**config.mk**
```make
export PLATFORM = sky130hd
export DESIGN_NAME = alu_arbiter_seq
export DESIGN_NICKNAME = d
export VERILOG_FILES = /design/src/rtl/alu_arbiter_seq.sv
export SDC_FILE = /design/constraint.sdc
export NUM_CORES = 1
export LEC_CHECK = 0
export ABC_AREA = 1
export CORE_MARGIN = 2
export CORE_UTILIZATION = 40
export CTS_CLUSTER_DIAMETER = 100
export CTS_CLUSTER_SIZE = 12
export DETAILED_ROUTE_END_ITERATION = 12
export GPL_ROUTABILITY_DRIVEN = 0
export PLACE_DENSITY = 0.77
export SLEW_MARGIN = 20
export SYNTH_ARGS = -nofsm -noshare
export SYNTH_HDL_FRONTEND = slang
export SYNTH_SLANG_ARGS = --single-unit
```
**constraint.sdc**
```tcl
create_clock -name clk -period 2.07 [get_ports clk]
set_input_delay 0.3105 -clock clk [delete_from_list [all_inputs] [get_ports clk]]
set_output_delay 0.3105 -clock clk [all_outputs]
set_load 0.05 [all_outputs]
```
**src/rtl/alu_arbiter_seq.sv**
```systemverilog
// alu_arbiter_seq: two-requester arbiter sharing one 8-bit NZVC ALU.
// Flow: capture the winner's operands, execute for one cycle, return a tagged registered result.
module alub (
  input  logic [7:0] A,
  input  logic [7:0] B,
  input  logic [2:0] ALU_Sel,
  output logic [7:0] Result,
  output logic [3:0] NZVC
);
  logic [8:0] w_add, w_sub, w_inc, w_dec, w_wide;
  logic       w_v;
  assign w_add = {1'b0, A} + {1'b0, B};
  assign w_sub = {1'b0, A} - {1'b0, B};
  assign w_inc = {1'b0, A} + 9'd1;
  assign w_dec = {1'b0, A} - 9'd1;
  // Carry of SUB/DEC is the borrow out of bit 7.
  always_comb begin
    w_wide = 9'd0;
    w_v    = 1'b0;
    case (ALU_Sel)
      3'b000: begin w_wide = w_add; w_v = (A[7] == B[7]) && (w_add[7] != A[7]); end
      3'b001: begin w_wide = w_inc; w_v = ~A[7] & w_inc[7]; end
      3'b010: begin w_wide = w_sub; w_v = (A[7] != B[7]) && (w_sub[7] != A[7]); end
      3'b011: begin w_wide = w_dec; w_v = A[7] & ~w_dec[7]; end
      3'b100: w_wide = {1'b0, A & B};
      3'b101: w_wide = {1'b0, A | B};
      3'b110: w_wide = {1'b0, A ^ B};
      default: w_wide = {1'b0, ~A};
    endcase
  end
  assign Result = w_wide[7:0];
  assign NZVC   = {w_wide[7], w_wide[7:0] == 8'd0, w_v, w_wide[8]};
endmodule

module alu_arbiter_seq #(
  parameter int         ARB_MODE  = 0,
  parameter logic [3:0] FLAGS_RST = 4'b0000
) (
  input  logic       clk,
  input  logic       rst_n,
  input  logic [1:0] req,
  input  logic [2:0] op0,
  input  logic [7:0] a0,
  input  logic [7:0] b0,
  input  logic [2:0] op1,
  input  logic [7:0] a1,
  input  logic [7:0] b1,
  input  logic       flags_clr,
  output logic [1:0] gnt,
  output logic       busy,
  output logic       done,
  output logic       done_id,
  output logic [7:0] result,
  output logic [3:0] nzvc,
  output logic [3:0] flags
);
  typedef enum logic {IDLE, EXEC} state_t;
  state_t     r_state, w_next;
  logic [2:0] r_op;
  logic [7:0] r_a, r_b, r_result, w_res;
  logic [3:0] r_nzvc, r_flags, w_nzvc;
  logic [1:0] r_gnt;
  logic       r_id, r_last_id, r_done, r_done_id, w_win, w_cap;
  always_ff @(posedge clk or negedge rst_n) begin
    if (!rst_n) r_state <= IDLE;
    else        r_state <= w_next;
  end
  // On a tie, round-robin favours the requester that did not win last time.
  always_comb begin
    w_cap  = (r_state == IDLE) && (req != 2'b00);
    w_win  = (req == 2'b11) ? ((ARB_MODE != 0) ? 1'b0 : ~r_last_id) : req[1];
    w_next = w_cap ? EXEC : IDLE;
  end
  alub u_alu (
    .A      (r_a),
    .B      (r_b),
    .ALU_Sel(r_op),
    .Result (w_res),
    .NZVC   (w_nzvc)
  );
  always_ff @(posedge clk or negedge rst_n) begin
    if (!rst_n) begin
      r_op      <= 3'd0;
      r_a       <= 8'd0;
      r_b       <= 8'd0;
      r_id      <= 1'b0;
      r_last_id <= 1'b1;
      r_gnt     <= 2'b00;
      r_done    <= 1'b0;
      r_done_id <= 1'b0;
      r_result  <= 8'd0;
      r_nzvc    <= 4'd0;
      r_flags   <= FLAGS_RST;
    end else begin
      r_gnt  <= 2'b00;
      r_done <= 1'b0;
      if (w_cap) begin
        r_op      <= w_win ? op1 : op0;
        r_a       <= w_win ? a1 : a0;
        r_b       <= w_win ? b1 : b0;
        r_gnt     <= w_win ? 2'b10 : 2'b01;
        r_id      <= w_win;
        r_last_id <= w_win;
      end
      if (r_state == EXEC) begin
        r_result  <= w_res;
        r_nzvc    <= w_nzvc;
        r_flags   <= w_nzvc;
        r_done_id <= r_id;
        r_done    <= 1'b1;
      end else if (flags_clr) r_flags <= FLAGS_RST;
    end
  end
  assign gnt     = r_gnt;
  assign busy    = (r_state == EXEC);
  assign done    = r_done;
  assign done_id = r_done_id;
  assign result  = r_result;
  assign nzvc    = r_nzvc;
  assign flags   = r_flags;
endmodule

```
==> impl_metrics.sql <==
INSERT INTO impl_metrics (metric_group, metric, value, unit) VALUES
('outcome', 'outcome', 'complete, but fails checks', ''),
('outcome', 'failed_checks', 'setup timing', ''),
('power_and_ir_drop', 'power_frac_clock', '12.6', '%'),
('worst_setup_path', 'endpoint', 'flags[2]', ''),
('yosys', 'synthTopCellsByArea', 'sky130_fd_sc_hd__dfrtp_1 (31%), sky130_fd_sc_hd__nand2_1 (21%), sky130_fd_sc_hd__ha_1 (11%)', ''),
('grt', 'total_overflow_reported_by_the_global_router', '0', ''),
('yosys', 'synthCells', '495', ''),
('final_layout', 'antennaDiodeCount', '0', ''),
('detailed_routing', 'dr_total_vias', '3628', ''),
('sta', 'achievable-frequency', '463', 'MHz'),
('worst_setup_path', 'crit_path_start_kind', 'flop', ''),
('placed_design', 'placed_area', '0.00424', 'mm²'),
('detailed_routing', 'drt_first_pass_iters', '5', ''),
('worst_setup_path', 'rr_worst_depth', '13', ''),
('detailed_routing', 'route.detailed.drc', '0', ''),
('final_layout', 'layout-area-overhead-vs-synth', '37.7', '%'),
('clocking', 'cts-htree-levels', '2', ''),
('die', 'core_area', '0.00781', 'mm²'),
('yosys', 'synth_seq_cells', '41', ''),
('yosys', 'post-synth-top-area-cell', 'sky130_fd_sc_hd__dfrtp_1', ''),
('sta', 'worst_slack', '-0.0878', 'ns'),
('detailed_routing', 'wl', '10.1', 'mm'),
('worst_setup_path', 'launching_element_of_the_worst_setup_path', 'r_b[0]', ''),
('placed_design', 'dp_slack', '-0.0116', 'ns'),
('die', 'floorplan.die.height', '94.4', 'µm'),
('grt', 'wire_length_of_the_first_global_routing_pass', '16.3', 'mm'),
('yosys', 'synth_seq_area_share', '31.4', '%'),
('placed_design', 'io_buffer_count', '63', ''),
('power_and_ir_drop', 'power.leakage', '2.24', 'nW'),
('yosys', 'yosys.cell_count.top_type', 'sky130_fd_sc_hd__nand2_1', ''),
('worst_setup_path', 'worst_setup_path_end_kind', 'flop', ''),
('worst_setup_path', 'setup.worst_path.class', 'flop to flop', ''),
('sta', 'setup_viol', '2', ''),
('clocking', 'clkSlewWorstSetupHoldPaths', '0.09', 'ns'),
('die', 'std_cell_rows', '32', ''),
('power_and_ir_drop', 'switchingPower', '2.50', 'mW'),
('yosys', 'synth_enable_flop_cells', '0', ''),
('sta', 'final_hold_viol_count', '0', ''),
('grt', 'grt.total_usage', '23.1', '%'),
('sta', 'finalWorstPathRequiredPeriod', '2.16', 'ns'),
('final_layout', 'area.sequential', '0.00103', 'mm²'),
('power_and_ir_drop', 'vdd.ir_drop.worst', '425', 'µV'),
('power_and_ir_drop', 'total_power', '5.05', 'mW'),
('final_layout', 'final_core_util', '57.6', '%'),
('clocking', 'clk-insertion-delay-late', '0.31', 'ns'),
('die', 'io-pin-count', '64', ''),
('die', 'initial_utilization', '41.8', '%'),
('final_layout', 'layout.filler_cells', '698', ''),
('worst_setup_path', 'biggest_fanout_along_the_worst_timing_path', '3', ''),
('yosys', 'synth_top_cells_by_count', 'sky130_fd_sc_hd__nand2_1 (183), sky130_fd_sc_hd__inv_1 (57), sky130_fd_sc_hd__nand3_1 (48), sky130_fd_sc_hd__nor2_1 (46), sky130_fd_sc_hd__dfrtp_1 (40)', ''),
('min_path', 'timing.hold.worst.class', 'input pin to asynchronous set/reset pin', ''),
('sta', 'finalClockSkew', '0.00778', 'ns'),
('yosys', 'yosysUniqueCellTypes', '27', ''),
('yosys', 'netlist_area_before_placement', '0.00327', 'mm²'),
('worst_setup_path', 'worst_r2r_startpoint', 'r_b[0]', ''),
('grt', 'vias_in_the_first_global_route', '3465', ''),
('worst_setup_path', 'cp_data_required_time', '2.30', 'ns'),
('sta', 'timing.final.crit_share', '104', '%'),
('power_and_ir_drop', 'netSwitchingFraction', '49.6', '%'),
('yosys', 'synth-warning-count', '0', ''),
('sta', 'grt_setup_unrepaired', 'true', ''),
('grt', 'grt_max_degree', '42', ''),
('sta', 'hold_ws', '0.0557', 'ns'),
('yosys', 'synth-main-ff-cell', 'sky130_fd_sc_hd__dfrtp_1', ''),
('grt', 'antenna_violations_before_repair', '0', ''),
('power_and_ir_drop', 'powerDensity', '1120', 'mW/mm²'),
('detailed_routing', 'via_per_inst', '5.24', ''),
('clocking', 'ctsRootBufferMaster', 'sky130_fd_sc_hd__clkbuf_8', ''),
('worst_setup_path', 'timing.critical_path.arrival', '2.39', 'ns'),
('power_and_ir_drop', 'combinationalPowerShare', '64.0', '%'),
('final_layout', 'multi_input_comb_area', '0.00208', 'mm²');
-- power groups by stage --
stage               Clock [mW]  Sequential (mW)  Combinational (mW)
floorplan                    0             1.61                1.47
global placement             0             1.19                2.89
detailed placement           0             1.19                2.95
CTS                      0.641             1.18                2.99
global route             0.670             1.21                3.52
finish                   0.634             1.18                3.23
-- critical path, stage by stage, from the launching register on --
cell                       delay (ns)
sky130_fd_sc_hd__dfrtp_1         0.41
sky130_fd_sc_hd__buf_4           0.15
sky130_fd_sc_hd__ha_4            0.15
sky130_fd_sc_hd__inv_2           0.07
sky130_fd_sc_hd__fa_2            0.42
sky130_fd_sc_hd__inv_1           0.07
sky130_fd_sc_hd__nor2_1          0.04
sky130_fd_sc_hd__nor2_1          0.09
sky130_fd_sc_hd__nand3_1         0.14
sky130_fd_sc_hd__nor2_1          0.12
sky130_fd_sc_hd__nand2_1         0.07
sky130_fd_sc_hd__nor2_1          0.10
sky130_fd_sc_hd__nand3_1         0.10
sky130_fd_sc_hd__o21bai_1        0.15
-- per-layer routing --
layer	vias up	track usage, %	share of wire (%)
met2	191	38.2	46
met4	0	9.90	3.9
met5	-	0	0
li1	1771	-	-
met3	48	2.15	8.2
met1	1618	31.0	42
-- cell type report --
cell class | count | share of cell area [%]
timing repair buffer | 103 | 20.8
clock buffer | 7 | 2.14
tap | 102 | 2.84
sequential | 41 | 22.8
inverter | 59 | 4.92
clock inverter | 1 | 0.195
multi-input combinational | 380 | 46.3
-- sequential cells by signal, indices dropped and copies added, names as in the netlist --
signal,flops
busy,1
done,1
done_id,1
flags,4
gnt,2
nzvc,3
r_a,8
r_b,8
r_id,1
r_last_id,1
r_op,3
result,8
-- worst min-delay path by stage --
stage                     startpoint         to  slack [ns]  cells past startpoint
after floorplan                rst_n       busy        0.01                      0
after global placement         rst_n   flags[1]        0.40                      2
after detailed placement       rst_n  result[7]        0.41                      2
after CTS                      rst_n  result[7]        0.08                      2
after global routing           rst_n   flags[3]        0.11                      2
final                          rst_n  result[4]        0.06                      2
-- repair_timing --
item,in CTS,in global routing
endpoints found under the setup margin,2,13
buffers inserted,1,2
endpoints found under the hold margin,0,0
gates resized for setup,4,32
pin swaps,1,7
-- cell families (layout without fill, tap and decap cells) --
family	count (synthesis)	count (layout)	share of synthesized area (%)
compound gates	54	54	10.1
xor+xnor	3	3	0.804
fa+ha+maj	30	30	11.9
buf+inv	74	170	8.92
flops	41	41	31.4
simple gates	293	293	36.8
-- layout by cell type (no fill, tap or decap), drive strengths merged --
cell,count
nand2,183
clkdlybuf4s50,61
inv,60
nand3,49
nor2,46
buf,42
dfrtp,40
ha,28
o211ai,20
o21ai,15
a21oi,15
nand4,7
clkbuf,7
nor3,5
nand3b,2
xor2,2
o21bai,2
fa,2
xnor2,1
o21a,1
a22oi,1
nor3b,1
dfstp,1
Note: power is estimated with default switching activity, not from simulation.
